===== src/rtl/div_ctrl.sv =====
// div_ctrl: multi-cycle radix-2 restoring divider sequencer for the execute stage.
// Captures operand magnitudes when a div/mod op is presented in IDLE, produces one
// quotient bit per cycle in BUSY, applies sign fix-up on the last iteration and
// holds the registered result in DONE until the execute stage acknowledges it.
//
// Optional feature: define DIV_EARLY_OUT_EN to skip the iteration when the divisor
// is zero or |src1| < |src2| (result known immediately, complete one cycle later).
//
// Ports:
//   clk          clock
//   reset        synchronous, active-high reset
//   div_enable   valid div/mod op held by execute stage until ack
//   div_sign     1 = signed operands
//   div_op       [0] quotient requested, [1] remainder requested
//   div_src1     dividend
//   div_src2     divisor
//   div_ack      execute stage advances this cycle
//   div_complete result valid (DONE)
//   div_result   registered quotient or remainder
//   div_busy     sequencer not idle
module div_ctrl #(
    parameter int DIV_WIDTH = 32
) (
    input  logic                 clk,
    input  logic                 reset,
    input  logic                 div_enable,
    input  logic                 div_sign,
    input  logic [1:0]           div_op,
    input  logic [DIV_WIDTH-1:0] div_src1,
    input  logic [DIV_WIDTH-1:0] div_src2,
    input  logic                 div_ack,
    output logic                 div_complete,
    output logic [DIV_WIDTH-1:0] div_result,
    output logic                 div_busy
);

    localparam int CW = $clog2(DIV_WIDTH + 1);
    localparam logic [CW-1:0]        CNT_ONE  = CW'(1);
    localparam logic [CW-1:0]        CNT_INIT = CW'(DIV_WIDTH);
    localparam logic [DIV_WIDTH-1:0] ZERO_W   = {DIV_WIDTH{1'b0}};
    localparam logic [DIV_WIDTH-1:0] ONES_W   = {DIV_WIDTH{1'b1}};

    typedef enum logic [1:0] {
        IDLE = 2'd0,
        BUSY = 2'd1,
        DONE = 2'd2
    } state_t;

    state_t               state_r;
    state_t               state_nxt_s;
    logic [CW-1:0]        count_r;
    logic [DIV_WIDTH-1:0] dvd_r;        // dividend magnitude, shifts left; quotient fills from LSB
    logic [DIV_WIDTH-1:0] dvs_r;
    logic [DIV_WIDTH-1:0] rem_r;
    logic [DIV_WIDTH-1:0] src1_r;       // raw dividend, the divide-by-zero remainder
    logic                 neg_q_r;
    logic                 neg_r_r;
    logic                 op_rem_r;
    logic                 dvs_zero_r;
    logic [DIV_WIDTH-1:0] result_r;
    logic                 complete_r;
    logic                 busy_r;

    logic [DIV_WIDTH-1:0] abs1_s;
    logic [DIV_WIDTH-1:0] abs2_s;
    logic                 op_rem_s;
    logic [DIV_WIDTH:0]   rem_shift_s;
    logic                 ge_s;
    logic [DIV_WIDTH-1:0] rem_nxt_s;
    logic [DIV_WIDTH-1:0] quo_nxt_s;
    logic [DIV_WIDTH-1:0] final_s;

    function automatic logic [DIV_WIDTH-1:0] negate(input logic [DIV_WIDTH-1:0] x);
        negate = ~x + {{(DIV_WIDTH-1){1'b0}}, 1'b1};
    endfunction

    function automatic logic [DIV_WIDTH-1:0] magnitude(input logic [DIV_WIDTH-1:0] x,
                                                       input logic sgn);
        if (sgn && x[DIV_WIDTH-1]) begin
            magnitude = negate(x);
        end else begin
            magnitude = x;
        end
    endfunction

    // Operand magnitudes, restoring step and sign fix-up of the last step.
    always_comb begin
        abs1_s      = magnitude(div_src1, div_sign);
        abs2_s      = magnitude(div_src2, div_sign);
        // An illegal op encoding (both bits) falls back to the quotient.
        op_rem_s    = div_op[1] & ~div_op[0];
        rem_shift_s = {rem_r, dvd_r[DIV_WIDTH-1]};
        ge_s        = (rem_shift_s >= {1'b0, dvs_r});
        if (ge_s) begin
            rem_nxt_s = rem_shift_s[DIV_WIDTH-1:0] - dvs_r;
        end else begin
            rem_nxt_s = rem_shift_s[DIV_WIDTH-1:0];
        end
        quo_nxt_s = {dvd_r[DIV_WIDTH-2:0], ge_s};
        if (dvs_zero_r) begin
            final_s = op_rem_r ? src1_r : ONES_W;
        end else if (op_rem_r) begin
            final_s = neg_r_r ? negate(rem_nxt_s) : rem_nxt_s;
        end else begin
            final_s = neg_q_r ? negate(quo_nxt_s) : quo_nxt_s;
        end
    end

`ifdef DIV_EARLY_OUT_EN
    logic                 early_s;
    logic [DIV_WIDTH-1:0] early_res_s;

    // Cases whose result is known without iterating.
    always_comb begin
        early_s = (abs2_s == ZERO_W) || (abs1_s < abs2_s);
        if (op_rem_s) begin
            early_res_s = div_src1;
        end else if (abs2_s == ZERO_W) begin
            early_res_s = ONES_W;
        end else begin
            early_res_s = ZERO_W;
        end
    end
`endif

    // Next-state logic; dropping div_enable squashes the op from BUSY or DONE.
    always_comb begin
        state_nxt_s = state_r;
        case (state_r)
            IDLE: begin
                if (div_enable) begin
`ifdef DIV_EARLY_OUT_EN
                    state_nxt_s = early_s ? DONE : BUSY;
`else
                    state_nxt_s = BUSY;
`endif
                end else begin
                    state_nxt_s = IDLE;
                end
            end
            BUSY: begin
                if (!div_enable) begin
                    state_nxt_s = IDLE;
                end else if (count_r == CNT_ONE) begin
                    state_nxt_s = DONE;
                end else begin
                    state_nxt_s = BUSY;
                end
            end
            DONE: begin
                if (!div_enable || div_ack) begin
                    state_nxt_s = IDLE;
                end else begin
                    state_nxt_s = DONE;
                end
            end
            default: state_nxt_s = IDLE;
        endcase
    end

    // State register with registered status outputs.
    always_ff @(posedge clk) begin
        if (reset) begin
            state_r    <= IDLE;
            complete_r <= 1'b0;
            busy_r     <= 1'b0;
        end else begin
            state_r    <= state_nxt_s;
            complete_r <= (state_nxt_s == DONE);
            busy_r     <= (state_nxt_s != IDLE);
        end
    end

    // Operand capture, iteration datapath and result register.
    always_ff @(posedge clk) begin
        if (reset) begin
            count_r    <= {CW{1'b0}};
            dvd_r      <= ZERO_W;
            dvs_r      <= ZERO_W;
            rem_r      <= ZERO_W;
            src1_r     <= ZERO_W;
            neg_q_r    <= 1'b0;
            neg_r_r    <= 1'b0;
            op_rem_r   <= 1'b0;
            dvs_zero_r <= 1'b0;
            result_r   <= ZERO_W;
        end else if (state_r == IDLE && div_enable) begin
            count_r    <= CNT_INIT;
            dvd_r      <= abs1_s;
            dvs_r      <= abs2_s;
            rem_r      <= ZERO_W;
            src1_r     <= div_src1;
            neg_q_r    <= div_sign & (div_src1[DIV_WIDTH-1] ^ div_src2[DIV_WIDTH-1]);
            neg_r_r    <= div_sign & div_src1[DIV_WIDTH-1];
            op_rem_r   <= op_rem_s;
            dvs_zero_r <= (div_src2 == ZERO_W);
`ifdef DIV_EARLY_OUT_EN
            if (early_s) begin
                result_r <= early_res_s;
            end
`endif
        end else if (state_r == BUSY && div_enable) begin
            count_r <= count_r - CNT_ONE;
            dvd_r   <= quo_nxt_s;
            rem_r   <= rem_nxt_s;
            if (count_r == CNT_ONE) begin
                result_r <= final_s;
            end
        end
    end

    assign div_complete = complete_r;
    assign div_busy     = busy_r;
    assign div_result   = result_r;

endmodule

===== config.mk =====
export PLATFORM = sky130hd
export DESIGN_NAME = div_ctrl
export DESIGN_NICKNAME = d
export VERILOG_FILES = /design/src/rtl/div_ctrl.sv
export SDC_FILE = /design/constraint.sdc
export NUM_CORES = 1
export LEC_CHECK = 0
export ABC_AREA = 1
export BUFFER_PORTS_ARGS = -buffer_cell sky130_fd_sc_hd__clkbuf_2
export CAP_MARGIN = 20
export CORE_MARGIN = 2
export CORE_UTILIZATION = 62
export CTS_CLUSTER_SIZE = 30
export DETAILED_ROUTE_END_ITERATION = 10
export GPL_ROUTABILITY_DRIVEN = 0
export PLACE_DENSITY = 0.82
export SETUP_SLACK_MARGIN = 0.5
export SLEW_MARGIN = 30
export SYNTH_ARGS = -nofsm -noshare
export SYNTH_HDL_FRONTEND = slang
export SYNTH_SLANG_ARGS = --single-unit

===== constraint.sdc =====
create_clock -name clk -period 4.4 [get_ports clk]
set_clock_uncertainty 0.1 [all_clocks]
set_input_delay 0.22 -clock clk [delete_from_list [all_inputs] [get_ports clk]]
set_output_delay 0.22 -clock clk [all_outputs]
set_load 0.02 [all_outputs]

==> reports/metrics.yaml <==
run_status:
  status: "finished, final reports clean"
sta:
  slew_viol_final: 0
  max_freq_ghz: 0.2626
  slew_headroom: 0.2696
  worstMarginPinSlew_ps: 1094
  fin_crit_ps: 3808
  setup_tns_ps: 0
  rsz0062_at_grt: "yes"
  fin_crit_sh: 0.8655
  setup_ws_ps: 592.0
  setup_viol: 0
  finalHoldViolations: 0
clock_network:
  clockBufferDepth: 2
  cts_max_level: 4
  clk_latency_ps: 450
  cts_root_buffer: "clkbuf_16"
  cts-buffers-inserted: 17
  cts_tree: "built"
  clkTransAtPathRegs_ps: 80
  cts_sinks: 174
grt:
  grt_max_degree: 61
  grt_pass1_wl_mm: 74.15
  grt_pass1_vias: 13840
  grt_use_total: 0.4195
  grt_overflow: 0
  antenna_found_initial: 3
critical_path:
  start_kind: "flip-flop"
  r2r-start: "state_r[1]"
  crit_type: "flip-flop to flip-flop"
  worstPathArrival_ps: 4110
  crit_fanout: 29
  cp-end-kind: "flip-flop"
  cp.required_ps: 4700
  startpoint: "state_r[1]"
floorplan:
  fp.dieW_um: 150.8
  rows: 53
  initial_core_util: 0.6339
  die_h_um: 150.8
  dieArea_um2: 22750
  core_area_um2: 21090
  io_pins: 105
route:
  met3_length_mm: 7.338
  vias: 15880
  wl_met2_mm: 20.77
  vias_per_cell: 6.148
  antenna_left: 0
  routedLengthMet1_mm: 19.29
  drc: 0
  drtIter0Drc: 2794
  wl_mm: 49.67
  first_pass_iters: 7
  wire_per_inst_um: 19.23
  routed.top_layer: "met4"
worst_hold_path:
  worstHoldPathType: "input pin to flip-flop"
  worstHoldStart: "div_src2[25]"
layout:
  final_cell_mix: "nand2_1 (509), inv_1 (322), nor2_1 (197)"
  n_fill_cell: 1712
  area_growth_pct: 16.93
  regArea_um2: 3520
  diodes: 0
  drive_above_1_share: 0.1772
  layout_commonest_cell: "nand2_1"
  multi_input_area_um2: 8755
  fin_nets: 2405
placement:
  io_buffers: 104
  dp_hpwl_mm: 35.13
  dpl_worst_slack_ps: 274.7
yosys:
  synth_edf_count: 0
  ys_ff_latch: 174
  syn_nets: 2311
  synth.avg_cell_area_um2: 6.073
  ys.warnings.count: 0
  synth_cells: 2201
  async_flop_share: 0
  yosysSeqAreaShare: 0.2606
  ys.flop_type: "dfxtp_1"
  syn_area_um2: 13370
  synth_cell_types: 59
power:
  total_power_uw: 5698
  max-vdd-ir-drop_uv: 290.8
  powerDensity_nw_per_um2: 364.6
  power_leakage_uw: 0.007482
run:
  drv_cap: 0
-- where the power goes --
group          leakage, µW  internal (µW)  switching [µW]
clock             0.000307            842             810
sequential         0.00144           1660            77.4
combinational      0.00574            718            1590
-- registers in the layout, summed over array words and instances, names as in the netlist --
name	count
dvs_zero_r	1
op_rem_r	1
count_r	6
rem_r	32
div_result	32
dvd_r	32
neg_r_r	1
neg_q_r	1
dvs_r	32
src1_r	32
state_r	2
div_busy	1
div_complete	1
-- per-stage QoR --
stage	instance area (µm²)	std cells	utilization	hold WS, ps
floorplan	13370	2201	-	228.4
detailed placement	14020	2515	0.6648	338.5
finish	15630	2583	0.7412	12.77
CTS	14940	2574	0.7086	5.024
global placement	14020	2515	0.6648	338.6
global route	15630	2583	0.7412	24.92
-- logic make-up after synthesis --
logic type / synth area share
simple gates: 0.3607
buf+inv: 0.1296
compound gates: 0.1878
flops: 0.2606
fa+ha+maj: 0.03707
xor+xnor: 0.02424
-- layer usage --
| metal | vias up | GRT usage |
|---|---|---|
| li1 | 7363 | - |
| met1 | 7089 | 0.5836 |
| met2 | 1189 | 0.6061 |
| met3 | 238 | 0.1352 |
| met4 | 0 | 0.1542 |
| met5 | - | 0 |
-- final cells by class --
class | count | share of cell area
Sequential cell | 174 | 0.2252
Inverter | 358 | 0.08654
Tap cell | 275 | 0.02201
Timing Repair Buffer | 160 | 0.06580
Clock buffer | 18 | 0.02810
Multi-Input combinational cell | 1584 | 0.5601
Clock inverter | 14 | 0.01225
-- Yosys cell counts, types with 11 or more instances --
cell      instances  share of area
o21ai_0         119          0.045
nand3_2          11         0.0082
nor2_1          207          0.058
nor2_2           19         0.0089
a21oi_1         148          0.055
nand4_1          22          0.010
clkbuf_1         66          0.019
ha_1             38          0.036
inv_1           346          0.097
dfxtp_1         174           0.26
xor2_1           29          0.019
a31oi_1          13         0.0061
nand2_1         536           0.15
o211ai_1         44          0.025
o22ai_1          39          0.018
nand3_1         175          0.066
nand2_2          37          0.017
nor3_1           31          0.012
-- what timing repair did --
action	4_1_cts	5_1_grt
hold endpoints to repair	31	0
pin swaps	0	19
gates resized for setup	6	155
hold buffers	27	0
buffers inserted	0	8
endpoints found under the setup margin	7	20
cloned	0	1
-- final timing paths --
kind	cells past startpoint	slack [ps]	to
worst max-delay path	9	590	op_rem_r
worst min-delay path	4	10	dvs_r[25]
worst max register to register	9	590	op_rem_r
worst min register to register	2	370	div_result[12]
-- critical path, cell delays in order (launching register included) --
cell	delay [ps]
dfxtp_1	320
nor2_2	120
inv_1	470
nor2_4	480
clkinv_1	150
buf_4	210
nor2_1	500
inv_2	470
o32ai_1	340
dlygate4sd3_1	570
(Power assumes the default switching activity.)
